===== config.mk =====
export PLATFORM = sky130hd
export DESIGN_NAME = bsg_manycore_tile_perf_counters
export DESIGN_NICKNAME = d
export VERILOG_FILES = /design/src/rtl/bsg_manycore_perf_pkg.sv /design/src/rtl/bsg_manycore_sat_counter.sv /design/src/rtl/bsg_manycore_tile_perf_counters.sv
export SDC_FILE = /design/constraint.sdc
export NUM_CORES = 1
export LEC_CHECK = 0
export BUFFER_PORTS_ARGS = -buffer_cell sky130_fd_sc_hd__buf_2
export CORE_ASPECT_RATIO = 0.8
export CORE_MARGIN = 8
export CORE_UTILIZATION = 34
export CTS_BUF_LIST = sky130_fd_sc_hd__clkbuf_8
export DETAILED_ROUTE_END_ITERATION = 12
export PLACE_DENSITY = 0.56
export RECOVER_POWER = 100
export SLEW_MARGIN = 20
export SYNTH_ARGS = -nofsm -noshare
export SYNTH_HDL_FRONTEND = slang
export SYNTH_SLANG_ARGS = --single-unit

===== constraint.sdc =====
create_clock -name clk_i -period 5.6 [get_ports clk_i]
set_input_delay 0 -clock clk_i [delete_from_list [all_inputs] [get_ports clk_i]]
set_output_delay 0 -clock clk_i [all_outputs]
set_load 0.01 [all_outputs]

===== src/rtl/bsg_manycore_perf_pkg.sv =====
// Shared types for the per-tile performance counter stage: event indices,
// FSM states and the dump record layout.
`ifndef BSG_MANYCORE_PERF_REC_S
`define BSG_MANYCORE_PERF_REC_S(x_w, y_w, idx_w, cnt_w) \
  typedef struct packed { \
    logic [(x_w)-1:0]   x; \
    logic [(y_w)-1:0]   y; \
    logic [(idx_w)-1:0] idx; \
    logic [(cnt_w)-1:0] count; \
  } perf_rec_s
`endif

package bsg_manycore_perf_pkg;

  typedef enum logic [2:0] {
    CYC           = 3'd0,
    DMEM          = 3'd1,
    DX            = 3'd2,
    BT            = 3'd3,
    IN_FIFO_FULL  = 3'd4,
    OUT_FIFO_FULL = 3'd5,
    CREDIT_FULL   = 3'd6,
    RES_ACQ       = 3'd7
  } perf_event_e;

  typedef enum logic [1:0] {
    IDLE = 2'd0,
    RUN  = 2'd1,
    DUMP = 2'd2,
    DONE = 2'd3
  } perf_state_e;

  // clog2 that never returns 0, so a one-entry index still gets a bit
  function automatic int safe_clog2(input int n);
    return (n <= 1) ? 1 : $clog2(n);
  endfunction

endpackage


===== src/rtl/bsg_manycore_sat_counter.sv =====
// Saturating up-counter: sticks at all-ones, clear wins over enable.
module bsg_manycore_sat_counter #(
  parameter int width_p = 32
) (
  input  logic               clk_i,
  input  logic               reset_n_i,
  input  logic               clear_i,
  input  logic               en_i,
  output logic [width_p-1:0] count_o
);

  always_ff @(posedge clk_i) begin
    if (!reset_n_i) begin
      count_o <= '0;
    end else if (clear_i) begin
      count_o <= '0;
    end else if (en_i && (count_o != {width_p{1'b1}})) begin
      count_o <= count_o + {{(width_p-1){1'b0}}, 1'b1};
    end
  end

endmodule


===== src/rtl/bsg_manycore_tile_perf_counters.sv =====
// Per-tile performance counters: count stall events between unfreeze and
// finish, then drain one {x, y, idx, count} record per counter.
module bsg_manycore_tile_perf_counters
  import bsg_manycore_perf_pkg::*;
#(
  parameter int num_events_p    = 7,
  parameter int counter_width_p = 32,
  parameter int x_cord_width_p  = 2,
  parameter int y_cord_width_p  = 2,
  localparam int idx_width_lp   = safe_clog2(num_events_p + 1),
  localparam int rec_width_lp   = x_cord_width_p + y_cord_width_p + idx_width_lp + counter_width_p
) (
  input  logic                      clk_i,
  input  logic                      reset_n_i,
  input  logic [x_cord_width_p-1:0] x_id_i,
  input  logic [y_cord_width_p-1:0] y_id_i,
  input  logic                      freeze_i,
  input  logic                      finish_i,
  input  logic [num_events_p-1:0]   event_i,
  output logic                      dump_v_o,
  output logic [rec_width_lp-1:0]   dump_data_o,
  input  logic                      dump_ready_i,
  output logic                      running_o,
  output logic                      done_o
);

  `BSG_MANYCORE_PERF_REC_S(x_cord_width_p, y_cord_width_p, idx_width_lp, counter_width_p);

  // Handshake: a record transfers on a cycle where dump_v_o & dump_ready_i;
  // while dump_v_o is high and ready is low, dump_data_o holds its value.

  perf_state_e                 state, state_n;
  logic                        freeze_r;
  logic [idx_width_lp-1:0]     idx;
  logic                        unfreeze, clear, count_en, accept, last_beat;
  logic [num_events_p:0]       inc;
  logic [counter_width_p-1:0]  cnt [num_events_p+1];
  perf_rec_s                   rec;

  assign unfreeze  = freeze_r & ~freeze_i;
  assign clear     = ((state == IDLE) || (state == DONE)) && unfreeze;
  assign count_en  = (state == RUN) && !freeze_i;
  assign accept    = (state == DUMP) && dump_ready_i;
  assign last_beat = (idx == idx_width_lp'(num_events_p));
  // counter 0 is the cycle count, counter k+1 tracks event k
  assign inc       = {event_i, 1'b1};

  always_comb begin
    state_n = state;
    case (state)
      IDLE:    if (unfreeze) state_n = RUN;
      RUN:     if (finish_i) state_n = DUMP;
      DUMP:    if (accept && last_beat) state_n = DONE;
      DONE:    if (unfreeze) state_n = RUN;
      default: state_n = IDLE;
    endcase
  end

  always_ff @(posedge clk_i) begin
    if (!reset_n_i) begin
      state    <= IDLE;
      freeze_r <= 1'b1;
      idx      <= '0;
    end else begin
      state    <= state_n;
      freeze_r <= freeze_i;
      if (accept) begin
        idx <= last_beat ? '0 : idx + idx_width_lp'(1);
      end
    end
  end

  for (genvar i = 0; i <= num_events_p; i++) begin : g_cnt
    bsg_manycore_sat_counter #(.width_p(counter_width_p)) u_cnt (
      .clk_i     (clk_i),
      .reset_n_i (reset_n_i),
      .clear_i   (clear),
      .en_i      (count_en & inc[i]),
      .count_o   (cnt[i])
    );
  end

  always_comb begin
    rec       = '0;
    rec.x     = x_id_i;
    rec.y     = y_id_i;
    rec.idx   = idx;
    rec.count = cnt[idx];
  end

  assign dump_data_o = rec;
  assign dump_v_o    = (state == DUMP);
  assign running_o   = (state == RUN);
  assign done_o      = (state == DONE);

endmodule


==> metrics.txt, run 1 <==
run status=finished, violations left; failing checks=capacitance limit, slew limit; share of cells above drive strength 1=0.1087; gr ovfl total=0; Place WS=between 2000 and 2500 ps; Layout Utilization=0.3802; Req. time, crit path=5600 ps; area leader, netlist=dfxtp_1; dpl cells=2143; Final nets=around 1700; Worst setup EP type=output pin; top cells by area, synth=dfxtp_1 37%, mux4_2 10%, xor2_1 8.3%; Most used DFF post-synth=dfxtp_1; Hold Violations, Final=0; CTS tree=built; first-pass GRT wire length=69680 um; WS Path Type=flip-flop to output pin; Clock Skew=19.46 ps; Num CTS Buffers=45; min Tclk post-route=about 4300 ps; Final Setup Violations=0; Worst-Margin Slew=2301 ps; FP Rows=67; Post-CTS Resized=0; period utilization=0.7685; TNS Setup=0 ps; wire per inst=20.29 um; Syn Area/Cell=between 8 and 9 um^2; PwrDens=~250 nW/um^2; DRT antenna net count=0; antenna violations before repair=2; CTS Root Cell=clkbuf_8; Rel. slew slack=-0.5359; Port Buffers=slightly below 50; gpl congestion=approximately 0.91; FF+latch count, synth=262; CP Launch Type=flip-flop; hold crit path type=primary input to output pin; initial core utilization=0.3430; Final Non-Filler Cells=2229; asr flop ratio synth=0; VDD IR max=between 0.2 and 0.25 mV; die area=48970 um^2; vias in the first global route=about 12000; drt first pass iters=5; routed vias/inst=5.595; fillers=4271; core area=approximately 42000 um^2; area delta synth->final=10.86%; DR vias=between 10000 and 15000; post-route setup slack=about 1300 ps; I/O pin count=58; Clock Tree Buf Depth=3; number of flops mapped to enable cells by yosys=0; maximum clock rate=0.2324 GHz; Leak Pwr=approximately 5.2 nW; Worst-Skew Late Latency=570 ps; arrival time worst endpoint=4300 ps; Worst Path Max Fanout=43; Reg area=5249 um^2; 1st-iter DRT viols=1294; chip height=between 150 and 200 um; Hold Slack=0.003906 ps; post-synth top area share=0.3663; cell count after synthesis=1601; footprint of the multi-input gates=8631 um^2; H-tree depth=2; clk slew on worst S/H paths=60 ps; Final Max Slew Viols=85; post-route DRC violation count=0; wirelength, routed=45220 um; postcts setup bufs=0; largest net degree at the start of global routing=151; post-DP HPWL=33670 um; MaxCap Viol Count=4; syn nets=1630; Syn Std Cell Area=14320 um^2; synth unique cells=63; Seq/Total Area, Yosys=0.3663; die width=245.4 um; Ys Warns=0; unrepaired setup endpoints after global routing=false; GRT Overall Usage=0.1828; # clock sinks=262
## final timing paths
| check | start | to | slack [ps] | cells after the start |
|---|---|---|---|---|
| min reg2reg | g_cnt[5].u_cnt.count_o[1] | g_cnt[5].u_cnt.count_o[1] | 510 | 2 |
| max | idx[1] | dump_data_o[13] | 1300 | 4 |
| max reg2reg | state[0] | g_cnt[3].u_cnt.count_o[29] | 1640 | 7 |
| min | x_id_i[0] | dump_data_o[37] | 0.004 | 0 |
## cells in the final DEF (no fill, tap or decap), types with 13 or more instances in the layout
cell and instances:
dfxtp_1 261, nor2_1 248, xor2_1 136, nand2_1 116, nand3_1 108, nand4_1 98, xnor2_1 68, mux4_2 64
clkbuf_8 54, inv_1 43, and3_1 43, a21oi_1 42, o21ai_0 42, or3_1 40, nor3_1 36, buf_2 31
and4_1 30, nor4_1 26, clkbuf_1 22, mux2_1 18, mux2_2 14, and2_1 14, a31oi_1 13, ha_1 13
## Yosys cell counts (3+ instances only)
| master | instances |
|---|---|
| clkbuf_1 | 49 |
| mux4_2 | 64 |
| or4_1 | 10 |
| nand3b_1 | 4 |
| nor4_2 | 6 |
| nor2_1 | 248 |
| a31oi_1 | 14 |
| and3_1 | 43 |
| and4_1 | 30 |
| a21oi_1 | 42 |
| nand2b_1 | 3 |
| inv_1 | 23 |
| nand3_1 | 108 |
| xor2_1 | 136 |
| buf_4 | 4 |
| xnor2_1 | 68 |
| buf_1 | 8 |
| nand2_1 | 117 |
| and3b_1 | 4 |
| or2_2 | 5 |
| nor3_1 | 34 |
| nor2b_1 | 5 |
| nor4_1 | 20 |
| and2_1 | 15 |
| o21ai_0 | 42 |
| mux2_2 | 32 |
| buf_2 | 4 |
| nand4_1 | 98 |
| o211ai_1 | 5 |
| nand4b_1 | 5 |
| a211oi_1 | 4 |
| o31ai_1 | 3 |
| ha_1 | 13 |
| or3_1 | 39 |
| dfxtp_1 | 262 |
## where the power goes
group          leakage, nW  internal [mW]  switching (mW)  total (mW)
clock                0.513          0.911           0.810        1.72
combinational         2.58          0.106           0.280       0.386
sequential            2.11           1.88          0.0377        1.92
total                 5.20           2.90            1.13        4.03
## metal layers
metal  part of all wire  up-vias  GRT usage
met1               0.51     6029     0.2851
met4              0.019        2    0.04689
li1                   -     5896          -
met2               0.38      479     0.2428
met5            0.00022        -          0
met3              0.091       66    0.04488
## critical path: stages (launching register included)
cell     delay [ps]
dfxtp_1        1870
buf_4           650
mux4_2          600
mux2_1          390
buf_2           180
## logic make-up (layout without fill, tap and decap cells)
logic type | Yosys count | in the layout | synth area share
compound gates | 128 | 128 | 0.05471
xor+xnor | 204 | 204 | 0.1248
fa+ha+maj | 13 | 13 | 0.01136
buf+inv | 90 | 164 | 0.02561
flops | 262 | 262 | 0.3663
mux | 98 | 98 | 0.1272
other cells | 0 | 2 | 0
simple gates | 806 | 806 | 0.2900
## registers in the layout (all words and copies together), names as in the netlist
signal	flops
freeze_r	1
idx	3
state	2
g_cnt.u_cnt.count_o	256
## final cells by class
cell class                      count  area share
Clock buffer                       54     0.04682
Inverter                           23    0.005439
Multi-Input combinational cell   1249      0.5437
Tap cell                          552     0.04351
Clock inverter                     23    0.007410
Timing Repair Buffer               64     0.02207
Antenna cell                        2   0.0003153
Sequential cell                   262      0.3307
## through the flow
stage                     instance area [um^2]  total power, mW
after floorplan                          14320            2.231
after global placement                   15070            2.338
after detailed placement                 15070            2.345
after CTS                                16000            4.073
after global routing                     15870            4.183
final                                    15870            4.026
## repair_timing
item,4_1_cts,5_1_grt
hold endpoints to repair,32,0
hold buffers,7,0
endpoints found under the setup margin,0,0
Power figures use the tool's default switching activity.
==> inputs of run 2 (changes only) <==
clock period = 4.4 ns   (was 5.6 ns; I/O delays follow)
==> run 2 against run 1 <==
Net effect: the flow still finishes with violations (capacitance limit, slew limit); critical endpoint is now g_cnt[2].u_cnt.count_o[15]; clock-buffer cell count up 11; cell area up 1.3%; power up 33%; combinational power up 21%.
==> metrics.txt, run 2 (synthesized netlist as in run 1, its figures left out) <==
failing checks=capacitance limit, slew limit; Place WS=940.6 ps (-1310 ps); most frequent cells in the layout=260 x dfxtp_1, 248 x nor2_1, 136 x xor2_1, 116 x nand2_1, 108 x nand3_1; Post-CTS Resized=0 (unchanged); CP Launch Type=flip-flop; DRT antenna net count=0 (unchanged); routed vias/inst=5.599 (about the same); TNS Setup=0 ps (unchanged); first-pass GRT wire length=71080 um (+2.0%); clk slew on worst S/H paths=60 ps (about the same); 1st-iter DRT viols=1436 (+11%); chip height=199.5 um (unchanged); Total Power=5.362 mW (+33%); arrival time worst endpoint=4240 ps (-60 ps); gpl congestion=0.9265 (+2.1%); Hold Crit Start=x_id_i[0]; reg2reg start=state[0]; core area=41750 um^2 (unchanged); Reg2Reg Setup Slack=640 ps (-1000 ps); Worst Path Max Fanout=14 (-67%); Num CTS Buffers=46 (+2.2%); commonest non-fill, non-tap cell in the layout=dfxtp_1; H-tree depth=2 (unchanged); PwrDens=333.5 nW/um^2 (+31%); Final Max Slew Viols=170 (+100%); Crit Reg-Reg Endpoint=g_cnt[2].u_cnt.count_o[15]; initial core utilization=0.3430 (unchanged); Rel. slew slack=-0.4647 (+0.07122); area delta synth->final=12.30%; I/O pin count=58 (unchanged); share of cells above drive strength 1=0.1228 (+0.01412); Largest register FFs=256 (unchanged); min Tclk post-route=3765 ps; largest net degree at the start of global routing=121 (-20%); antenna violations before repair=2 (unchanged); Hold EP=dump_data_o[37]; Clock Tree Buf Depth=3 (unchanged); unrepaired setup endpoints after global routing=false; Final Setup Violations=0 (unchanged); # clock sinks=262 (unchanged); wirelength, routed=46080 um (+1.9%); Leak Pwr=5.322 nW (+2.4%); vias in the first global route=11520 (-0.91%); GRT Overall Usage=0.1864 (+0.003568); gr ovfl total=0 (unchanged); Worst-Margin Slew=2197 ps (-103.7 ps); die width=245.4 um (unchanged); Hold Violations, Final=0 (unchanged); run status=finished, violations left; Reg2Reg Depth=6 (-1); FP Rows=67 (unchanged); post-route setup slack=635.4 ps (-661.3 ps); WS Path Type=flip-flop to flip-flop; postcts setup bufs=0 (unchanged); MaxCap Viol Count=4 (unchanged); maximum clock rate=about 0.27 GHz; VDD IR max=0.2119 mV (-6.7%); period utilization=0.8556; Worst-Skew Late Latency=580 ps (about the same); die area=48970 um^2 (unchanged); post-DP HPWL=34220 um (+1.6%); Port Buffers=49 (unchanged); top flop regs=g_cnt.u_cnt.count_o (256), idx (3), state (2); Most flops, register=g_cnt.u_cnt.count_o; wire per inst=20.57 um (+1.4%); Worst setup EP type=flip-flop; Worst Hold Path Cells=0 (unchanged); Clock Skew=19.24 ps (-0.2193 ps); Req. time, crit path=4880 ps (-720 ps); CTS tree=built; Final nets=1677 (+0.18%); hold crit path type=primary input to output pin; drt first pass iters=5 (unchanged); CTS Root Cell=clkbuf_8; DR vias=12540 (+0.55%); post-route DRC violation count=0 (unchanged)
## run 2: how the worst max path moves through the flow
stage / from / to / cells after the start
after CTS: state[0] / g_cnt[3].u_cnt.count_o[29] / 7
after detailed placement: state[0] / g_cnt[3].u_cnt.count_o[29] / 7
after global placement: state[1] / g_cnt[1].u_cnt.count_o[18] / 8
final: state[0] / g_cnt[2].u_cnt.count_o[15] / 6
after floorplan: state[0] / g_cnt[2].u_cnt.count_o[31] / 7
after global routing: state[0] / g_cnt[7].u_cnt.count_o[31] / 7
## run 2: stage by stage
stage,util,instance area [um^2],hold WS [ps],cells
after detailed placement,0.3611,15070,0.06862,2144
after global routing,0.3850,16070,0.02399,2238
after floorplan,-,14320,73.55,1601
after CTS,0.3871,16160,0.06862,2238
final,0.3852,16080,0.004453,2240
after global placement,0.3611,15070,0.06862,2144
## run 2: metal layers
| metal | GRT usage | vias to the layer above | wire (um) | part of all wire |
|---|---|---|---|---|
| li1 | - | 5907 | - | - |
| met1 | 0.2893 | 6059 | 22950 | 0.50 |
| met2 | 0.2377 | 494 | 17120 | 0.37 |
| met3 | 0.05330 | 77 | 4682 | 0.10 |
| met4 | 0.06025 | 4 | 1296 | 0.028 |
| met5 | 0 | - | 33 | 0.00072 |
## run 2: final cells by class
class | instances | area [um^2]
Multi-Input combinational cell | 1249 | 8683
Antenna cell | 2 | 5.005
Fill cell | 4295 | 25670
Sequential cell | 262 | 5250
Clock inverter | 21 | 111.4
Inverter | 23 | 86.33
Tap cell | 552 | 690.7
Timing Repair Buffer | 66 | 357.8
Clock buffer | 65 | 894.6
## run 2: timing repair
| item | in CTS | in global routing |
|---|---|---|
| setup endpoints to repair | 0 | 0 |
| hold buffers | 8 | 0 |
| hold endpoints to repair | 15 | 0 |
## run 2: power breakdown
group	switching [mW]	internal, mW	total [mW]
sequential	0.0694	2.39	2.46
combinational	0.337	0.128	0.466
clock	1.07	1.36	2.43
total	1.48	3.89	5.36
## run 2: worst max-delay path: stages (launching register included)
cell and delay (ps):
dfxtp_1 390, ha_1 580, nand3b_1 210, nor4_1 1240, o311ai_0 640, or3_1 460
a21oi_1 140
==> inputs of run 3 (changes only) <==
ABC_AREA = 1   (was default)
clock period = 4.05 ns   (was 4.4 ns; I/O delays follow)
==> run 3 against run 2 <==
Net effect: the flow still finishes with violations (capacitance limit, slew limit); power up 34%; combinational power rose to 3.5 times the previous value; sequential power up 8.5%; routed wire length up 51%; global-route usage up 4.0 points; clock-buffer cell count up 6; critical path type is now flip-flop to output pin; critical endpoint is now dump_data_o[25].
==> metrics.txt, run 3 <==
Syn Std Cell Area=17560 um^2 (+23%); post-DP HPWL=52870 um (+54%); DR vias=20310 (+62%); Final nets=3065 (+83%); reg2reg start=state[0]; min Tclk post-route=~3600 ps; run status=finished, violations left; placed cell areas=18250 um^2 (+21%); asr flop ratio synth=0 (unchanged); initial core utilization=0.3442 (+0.001285); unrepaired setup endpoints after global routing=false; Num CTS Buffers=49 (+6.5%); WS Path Type=flip-flop to output pin; crit path to=dump_data_o[25]; H-tree depth=2 (unchanged); most frequent CP cell=o21ai_0; failing checks=capacitance limit, slew limit; Most flops, register=g_cnt.u_cnt.count_o; # clock sinks=262 (unchanged); crit path from=idx[0]; I/O pin count=58 (unchanged); hold crit path type=primary input to output pin; Syn Area/Cell=5.800 um^2 (-35%); Reg2Reg Depth=10 (+4); Worst-Margin Slew=1547 ps (-649.6 ps); MaxCap Viol Count=1 (-3); drt first pass iters=6 (+1); largest net degree at the start of global routing=82 (-32%); vias in the first global route=17680 (+53%); routed vias/inst=5.402 (-3.5%); Worst Path Max Fanout=61 (+47); Worst setup EP type=output pin; maximum clock rate=about 0.28 GHz; 1st-iter DRT viols=2701 (+88%); FF+latch count, synth=262 (unchanged); Place WS=1424 ps (+483.0 ps); Hold Slack=0.003670 ps (-0.0007832 ps); wirelength, routed=69630 um (+51%); Final Max Slew Viols=80 (-53%); Final Non-Filler Cells=3759 (+68%); die width=270.1 um (+10%); period utilization=0.8852; post-route cell area=19350 um^2 (+20%); die area=59230 um^2 (+21%); first-pass GRT wire length=105900 um (+49%); FP Rows=74 (+10%); antenna violations before repair=1 (-1); Clock Skew=29.37 ps (+10.12 ps); Worst-Skew Late Latency=650 ps (+70 ps); Final Setup Violations=0 (unchanged); area leader, netlist=dfxtp_1; area delta synth->final=10.16%; clk slew on worst S/H paths=70 ps (about the same); critical path's slowest cell=dfxtp_4; post-route setup slack=465.0 ps (-170.3 ps); VDD IR max=0.1850 mV (-13%); post-route DRC violation count=0 (unchanged); Most used DFF post-synth=dfxtp_1; Crit Reg-Reg Endpoint=g_cnt[1].u_cnt.count_o[25]; most frequent cells in the layout=741 x nand2_1, 721 x nor2_1, 267 x nand3_1, 260 x dfxtp_1, 250 x a21oi_1; chip height=219.3 um (+9.9%); Seq/Total Area, Yosys=0.2987 (-0.06768); Rel. slew slack=-0.03166 (+0.4330); number of flops mapped to enable cells by yosys=0 (unchanged); wire per inst=18.52 um (-10%); cell count after synthesis=3028 (+89%); CTS Root Cell=clkbuf_8; GRT Overall Usage=0.2268 (+0.04041); postcts setup bufs=0 (unchanged); Largest register FFs=256 (unchanged); arrival time worst endpoint=3580 ps (-660 ps); syn nets=3057 (+88%); DRT antenna net count=0 (unchanged); Port Buffers=49 (unchanged); crit-path cells=clkinvlp_2 > buf_12 > a21oi_1 > o21ai_0 > o21ai_0 > nor2_1 > a31oi_1 > clkbuf_1; synth unique cells=37 (-41%); share of cells above drive strength 1=0.05530 (-0.06747); gpl congestion=0.9885 (+6.7%); post-synth top area share=0.2987 (-0.06768); TNS Setup=0 ps (unchanged); Req. time, crit path=4050 ps (-830 ps); CP Launch Type=flip-flop; core area=51020 um^2 (+22%); commonest non-fill, non-tap cell in the layout=nand2_1; PwrDens=371.7 nW/um^2 (+11%); dpl cells=3656 (+71%); Leak Pwr=6.743 nW (+27%); top flop regs=g_cnt.u_cnt.count_o (256), idx (3), state (2); Hold Violations, Final=0 (unchanged); Post-synth top cells=739 x nand2_1, 715 x nor2_1, 268 x nand3_1; Clock Tree Buf Depth=3 (unchanged); Reg2Reg Setup Slack=480 ps (-160 ps); top cells by area, synth=dfxtp_1 30%, nand2_1 16%, nor2_1 15%; critical path's largest stage delay=710 ps (-530 ps); top-count cell post-synth=nand2_1; Ys Warns=0 (unchanged); gr ovfl total=0 (unchanged); CTS tree=built
run 3: per-stage QoR:
step | util | total power, mW
final | 0.3792 | 7.191
after global routing | 0.3792 | 7.492
after CTS | 0.3815 | 7.249
after detailed placement | 0.3578 | 4.334
after global placement | 0.3578 | 4.312
after floorplan | - | 3.726
run 3: layout make-up:
cell class,instances,area (um^2)
Clock inverter,18,102.6
Inverter,233,879.6
Sequential cell,262,5250
Multi-Input combinational cell,2412,10790
Clock buffer,71,977.2
Timing Repair Buffer,78,486.7
Tap cell,684,855.8
Antenna cell,1,2.502
Fill cell,5683,31670
run 3: cells by family (layout without fill, tap and decap cells):
kind of cell	count (synthesis)	in the layout	share of synthesized area
adders and majority gates	13	13	0.009262
DFF	262	262	0.2987
AOI/OAI and AO/OA	490	490	0.1448
xor gates and xnor gates	13	13	0.006483
buffers and inverters	354	400	0.08343
other	0	1	0
and+or+nand+nor	1896	1896	0.4573
run 3: report_power, final:
| part | leakage [nW] | internal (mW) | total, mW | switching (mW) |
|---|---|---|---|---|
| Clock | 0.604 | 1.60 | 2.88 | 1.28 |
| Combinational | 4.03 | 0.444 | 1.64 | 1.20 |
| Sequential | 2.11 | 2.61 | 2.67 | 0.0604 |
| Total | 6.74 | 4.66 | 7.19 | 2.53 |
run 3: worst min path at each step:
stage | endpoint | slack, ps | startpoint | cells past startpoint
floorplan | freeze_r | 70 | reset_n_i | 1
global placement | dump_data_o[35] | 0.07 | y_id_i[0] | 0
detailed placement | dump_data_o[35] | 0.07 | y_id_i[0] | 0
CTS | dump_data_o[35] | 0.07 | y_id_i[0] | 0
global route | dump_data_o[38] | 0.02 | x_id_i[1] | 0
finish | dump_data_o[38] | 0.004 | x_id_i[1] | 0
run 3: worst max-delay path, delay by kind of cell, from the launching register on:
kind	cells	cell delay, ps
simple gates	1	90
compound gates	4	1300
buf+inv	3	800
flops	1	710
run 3: timing repair:
item	in CTS	in global routing
endpoints found under the setup margin	0	0
gates resized for setup	0	0
endpoints found under the hold margin	58	0
hold buffers	13	0
run 3: layer usage:
metal | up-vias | part of all wire | global-route usage
li1 | 9890 | - | -
met1 | 9342 | 0.48 | 0.3486
met2 | 952 | 0.38 | 0.3021
met3 | 120 | 0.11 | 0.05015
met4 | 2 | 0.030 | 0.07545
met5 | - | 0.00019 | 0
